--- config.mk ---
export PLATFORM = sky130hd
export DESIGN_NAME = prefix_sched
export DESIGN_NICKNAME = d
export VERILOG_FILES = /design/src/rtl/prefix_sched.sv
export SDC_FILE = /design/constraint.sdc
export NUM_CORES = 1
export LEC_CHECK = 0
export ABC_AREA = 1
export BUFFER_PORTS_ARGS = -buffer_cell sky130_fd_sc_hd__buf_2
export CAP_MARGIN = 20
export CORE_MARGIN = 1
export CORE_UTILIZATION = 50
export CTS_CLUSTER_DIAMETER = 30
export DETAILED_ROUTE_END_ITERATION = 16
export GPL_TIMING_DRIVEN = 0
export PLACE_DENSITY = 0.95
export SETUP_SLACK_MARGIN = 0.2
export SLEW_MARGIN = 20
export SYNTH_ARGS = -nofsm -noshare
export SYNTH_HDL_FRONTEND = slang
export SYNTH_SLANG_ARGS = --single-unit
--- constraint.sdc ---
create_clock -name clk -period 4.2 [get_ports clk]
set_clock_uncertainty 0.15 [all_clocks]
set_input_delay 0.21 -clock clk [delete_from_list [all_inputs] [get_ports clk]]
set_output_delay 0.21 -clock clk [all_outputs]
set_load 0.1 [all_outputs]
--- src/rtl/prefix_sched.sv ---
// Two-requester round-robin front end for a prefix engine: streams a fixed
// 19-token burst from the granted requester, then waits for the engine result.
module prefix_sched (
    input  logic               clk,
    input  logic               rst_n,
    input  logic               req_a,
    input  logic               req_b,
    output logic               gnt_a,
    output logic               gnt_b,
    input  logic               opt_a,
    input  logic               opt_b,
    input  logic [4:0]         tok_a,
    input  logic [4:0]         tok_b,
    output logic               eng_in_valid,
    output logic               eng_opt,
    output logic [4:0]         eng_in_data,
    input  logic               eng_out_valid,
    input  logic signed [94:0] eng_out,
    output logic               res_valid,
    output logic               res_id,
    output logic               res_err,
    output logic signed [94:0] res_data
);

    localparam int unsigned TOK_W   = 5;
    localparam int unsigned DATA_W  = 95;
    localparam int unsigned CNT_W   = 5;
    localparam int unsigned TO_W    = 7;
    localparam int unsigned NUM_TOK = 19;
    localparam int unsigned TIMEOUT = 64;

    localparam logic [CNT_W-1:0] LAST_TOK = CNT_W'(NUM_TOK - 1);
    localparam logic [TO_W-1:0]  LAST_TO  = TO_W'(TIMEOUT - 1);

    typedef enum logic [1:0] {
        IDLE   = 2'd0,
        STREAM = 2'd1,
        WAIT   = 2'd2,
        RESP   = 2'd3
    } state_e;

    state_e                    state_q, state_d;
    logic [CNT_W-1:0]          cnt_q, cnt_d;
    logic [TO_W-1:0]           to_q, to_d;
    logic                      owner_q, owner_d;
    logic                      prio_q, prio_d;
    logic                      gnt_a_q, gnt_a_d;
    logic                      gnt_b_q, gnt_b_d;
    logic                      eng_in_valid_q, eng_in_valid_d;
    logic                      eng_opt_q, eng_opt_d;
    logic [TOK_W-1:0]          eng_in_data_q, eng_in_data_d;
    logic                      res_valid_q, res_valid_d;
    logic                      res_id_q, res_id_d;
    logic                      res_err_q, res_err_d;
    logic signed [DATA_W-1:0]  res_data_q, res_data_d;

    logic                      pick_b;
    logic [TOK_W-1:0]          sel_tok;
    logic                      sel_opt;

    // B wins only when A is idle or B holds the round-robin priority
    assign pick_b  = req_b & (~req_a | prio_q);
    assign sel_tok = owner_q ? tok_b : tok_a;
    assign sel_opt = owner_q ? opt_b : opt_a;

    // Next-state and registered-output logic
    always_comb begin
        state_d        = state_q;
        cnt_d          = cnt_q;
        to_d           = to_q;
        owner_d        = owner_q;
        prio_d         = prio_q;
        gnt_a_d        = gnt_a_q;
        gnt_b_d        = gnt_b_q;
        eng_in_valid_d = 1'b0;
        eng_opt_d      = 1'b0;
        eng_in_data_d  = '0;
        res_valid_d    = 1'b0;
        res_id_d       = 1'b0;
        res_err_d      = 1'b0;
        res_data_d     = '0;

        case (state_q)
            IDLE: begin
                if (req_a | req_b) begin
                    state_d = STREAM;
                    owner_d = pick_b;
                    gnt_a_d = ~pick_b;
                    gnt_b_d = pick_b;
                    cnt_d   = '0;
                end
            end
            STREAM: begin
                eng_in_valid_d = 1'b1;
                eng_in_data_d  = sel_tok;
                eng_opt_d      = (cnt_q == '0) ? sel_opt : eng_opt_q;
                if (cnt_q == LAST_TOK) begin
                    state_d = WAIT;
                    gnt_a_d = 1'b0;
                    gnt_b_d = 1'b0;
                    cnt_d   = '0;
                    to_d    = '0;
                end else begin
                    cnt_d = cnt_q + CNT_W'(1);
                end
            end
            WAIT: begin
                // A result arriving on the timeout cycle still wins
                if (eng_out_valid) begin
                    state_d     = RESP;
                    res_valid_d = 1'b1;
                    res_id_d    = owner_q;
                    res_data_d  = eng_out;
                    prio_d      = ~owner_q;
                end else if (to_q == LAST_TO) begin
                    state_d     = RESP;
                    res_valid_d = 1'b1;
                    res_id_d    = owner_q;
                    res_err_d   = 1'b1;
                    prio_d      = ~owner_q;
                    to_d        = to_q + TO_W'(1);
                end else begin
                    to_d = to_q + TO_W'(1);
                end
            end
            RESP: begin
                state_d = IDLE;
                to_d    = '0;
            end
            default: begin
                state_d = IDLE;
            end
        endcase
    end

    always_ff @(posedge clk or negedge rst_n) begin
        if (!rst_n) begin
            state_q        <= IDLE;
            cnt_q          <= '0;
            to_q           <= '0;
            owner_q        <= 1'b0;
            prio_q         <= 1'b0;
            gnt_a_q        <= 1'b0;
            gnt_b_q        <= 1'b0;
            eng_in_valid_q <= 1'b0;
            eng_opt_q      <= 1'b0;
            eng_in_data_q  <= '0;
            res_valid_q    <= 1'b0;
            res_id_q       <= 1'b0;
            res_err_q      <= 1'b0;
            res_data_q     <= '0;
        end else begin
            state_q        <= state_d;
            cnt_q          <= cnt_d;
            to_q           <= to_d;
            owner_q        <= owner_d;
            prio_q         <= prio_d;
            gnt_a_q        <= gnt_a_d;
            gnt_b_q        <= gnt_b_d;
            eng_in_valid_q <= eng_in_valid_d;
            eng_opt_q      <= eng_opt_d;
            eng_in_data_q  <= eng_in_data_d;
            res_valid_q    <= res_valid_d;
            res_id_q       <= res_id_d;
            res_err_q      <= res_err_d;
            res_data_q     <= res_data_d;
        end
    end

    assign gnt_a        = gnt_a_q;
    assign gnt_b        = gnt_b_q;
    assign eng_in_valid = eng_in_valid_q;
    assign eng_opt      = eng_opt_q;
    assign eng_in_data  = eng_in_data_q;
    assign res_valid    = res_valid_q;
    assign res_id       = res_id_q;
    assign res_err      = res_err_q;
    assign res_data     = res_data_q;

endmodule

==> impl_metrics.ini <==
[outcome]
status = complete, no violations

[synthesis]
yosysUniqueCellTypes = 26
synth_cells = 480
ys_ff_latch = 123
yosysWarnings = 0
seq_area_frac_synth_pct = 65.8
avgSynthCellArea_um2 = 9.74
synth_nets = 600
synthesis.area_um2 = 4680

[layout]
drive_gt1_share_pct = 32.6
areaGrowthSynthToFinish_pct = 63.8
fin_nets = 948

[global_route]
grt_max_degree = 79
track_usage_pct = 36.0
antenna_found_initial = 1
grt_pass1_vias = 5244
overflow = 0
grt_pass1_wl_um = 26100

[worst_setup_path]
critical_path_arrival_ps = 2480
crit_family = buffers and inverters
crit_required_ps = 4480
setup.worst_path.class = flip-flop to flip-flop
critPathMaxStageDelay_ps = 590
cp_num_buf_inv = 3
cp_max_fo = 10
setup.worst_path.start = state_q[1]
slowest_stage = dlygate4sd3_1
cp-start-kind = flip-flop
r2r-start = state_q[1]
cp_cell_sequence = inv_1 -> ha_1 -> buf_2 -> o21ai_0 -> nor2_1 -> dlygate4sd3_1
rrSetupSlack_ps = 2000
end_kind = flip-flop

[clock_network]
clk_pin_slew_ps = 60
clock_latency_ps = 500
root_buffer = clkbuf_8
clock_path_buffers = 2
tritoncts = yes
htreeDepth = 4
cts_resized = 0
cts_buffers = 17
cts_sinks = 123

[power]
power_frac_comb_pct = 42.6
ir_drop_mv = 0.391
p_per_area_nw_per_um2 = 686
power.internal_mw = 2.80
total_leakage_power_nw = 4.68
clkPwrFrac_pct = 29.1
p_sw_mw = 2.46
power_frac_seq_pct = 28.4
switching_share_pct = 46.8

[place]
place_congestion = 0.819
portBuffers = 218
hpwl_um = 8440

[route]
drc = 0
wl_per_cell_um = 17.4
ant_nets = 0
drtPass1Iterations = 4
vias = 4703
routed_wl_um = 16600
vias_per_cell = 4.96
drt-initial-drc-count = 192

[timing]
fin_hold_ws_ps = 52.4
finalSetupTns_ps = 0
max_slew_margin_pct = 64.1
period_share_pct = 52.3
max_freq_ghz = 0.455
setup_viol = 0
hold_viol = 0
rsz0062_at_grt = no
drv_slew = 0
post-route-min-period_ps = 2200
tightest_slew_ps = 542

[job]
drv_cap = 0

[die]
start_util_pct = 52.6
dieArea_um2 = 9740
ios = 219
die_w_um = 98.7
rows = 34
core_area_um2 = 8890
die_y_um = 98.7

[min_path]
hold_path_class = input port to asynchronous set/reset pin
cell type report:
type | instances | area (um2)
clock buffer | 18 | 428
multi-input combinational | 227 | 1060
antenna | 1 | 2.50
buffer | 12 | 92.6
clock inverter | 13 | 193
sequential | 123 | 3080
fill | 368 | 1230
tap | 108 | 135
inverter | 118 | 443
timing repair buffer | 329 | 2230
synth_stat cells, drive strengths merged:
master  count  area, um2
nor2      118        468
ha          8        100
nand3      12       60.1
clkbuf      4       15.0
nor3        2       10.0
xor2        1       8.76
o21ai      15       86.3
nand2      61        259
nand4       2       12.5
or2         3       18.8
buf         8       77.6
a31oi       1       6.26
inv       118        443
o211ai      1       7.51
xnor2       1       8.76
dfrtp     123       3080
nand3b      1       7.51
a21oi       1       8.76
cell families (layout without fill, tap and decap cells):
kind of cell	count (synthesis)	after routing	synth area share (%)
other cells	0	1	0
fa+ha+maj	8	8	2.14
xor+xnor	2	2	0.375
flops	123	123	65.8
compound gates	18	18	2.33
buf+inv	130	490	11.5
simple gates	199	199	17.9
path summary, 6_finish.rpt:
kind                                        to  depth (start not counted)
worst min-delay path              res_data[89]                          2
max in group asynchronous         res_data[46]                          3
worst max-delay path            eng_in_data[1]                          6
min in group clk                       owner_q                          6
worst min register to register      state_q[0]                          2
worst max register to register  eng_in_data[1]                          6
power groups by stage:
stage          clock network, mW  logic [mW]  registers (mW)
6_report                    1.53        2.24            1.49
2_1_floorplan                  0       0.463            2.68
3_3_place_gp                   0        2.01            1.48
5_1_grt                     1.60        2.33            1.50
4_1_cts                     1.53        2.17            1.47
3_5_place_dp                   0        2.06            1.49
cells in the final DEF (no fill, tap or decap), types with 3 or more instances in the layout:
cell type / synthesis / layout
clkinv_4: 0 / 4
dlygate4sd3_1: 0 / 110
dfrtp_1: 123 / 123
nand2_1: 55 / 55
nand2_2: 3 / 3
clkbuf_1: 4 / 4
buf_6: 6 / 7
or2_2: 3 / 3
bufinv_16: 0 / 4
nand2_4: 3 / 3
inv_1: 117 / 117
clkbuf_16: 0 / 16
o21ai_0: 12 / 12
nand3_1: 12 / 12
ha_1: 8 / 8
buf_2: 2 / 219
nor2_4: 3 / 3
nor2_1: 114 / 114
flip-flops by register name, indices dropped and copies added, names as in the netlist:
register,cells
to_q,7
res_err,1
cnt_q,5
res_data,95
eng_opt,1
eng_in_valid,1
owner_q,1
prio_q,1
gnt_a,1
gnt_b,1
res_id,1
eng_in_data,5
res_valid,1
state_q,2
stage by stage:
| step | setup slack [ps] | util (%) | instances | power [mW] | instance area (um2) |
|---|---|---|---|---|---|
| finish | 2000 | 86.2 | 949 | 5.25 | 7660 |
| global route | 1950 | 86.2 | 949 | 5.43 | 7660 |
| CTS | 2150 | 86.1 | 948 | 5.17 | 7660 |
| detailed placement | 2460 | 66.8 | 807 | 3.55 | 5940 |
| global placement | 1410 | 66.4 | 806 | 3.49 | 5900 |
| floorplan | 2700 | - | 480 | 3.14 | 4680 |
per-layer routing:
| metal | vias up | global-route usage [%] | share of wire (%) |
|---|---|---|---|
| met5 | - | 0 | 0 |
| met4 | 0 | 21.9 | 5.0 |
| met3 | 72 | 10.6 | 7.9 |
| met2 | 305 | 64.4 | 52 |
| met1 | 2247 | 37.3 | 35 |
| li1 | 2079 | - | - |
timing repair:
item                      4_1_cts  5_1_grt
hold buffers                  110        0
buffers inserted                0        0
hold endpoints to repair      231        0
worst register-to-register path, delay by kind of cell (launching register included):
family | cells | cell delay [ps]
simple gates | 1 | 140
fa+ha+maj | 1 | 310
flops | 1 | 410
compound gates | 1 | 160
buf+inv | 3 | 970
Power figures use the tool's default switching activity.
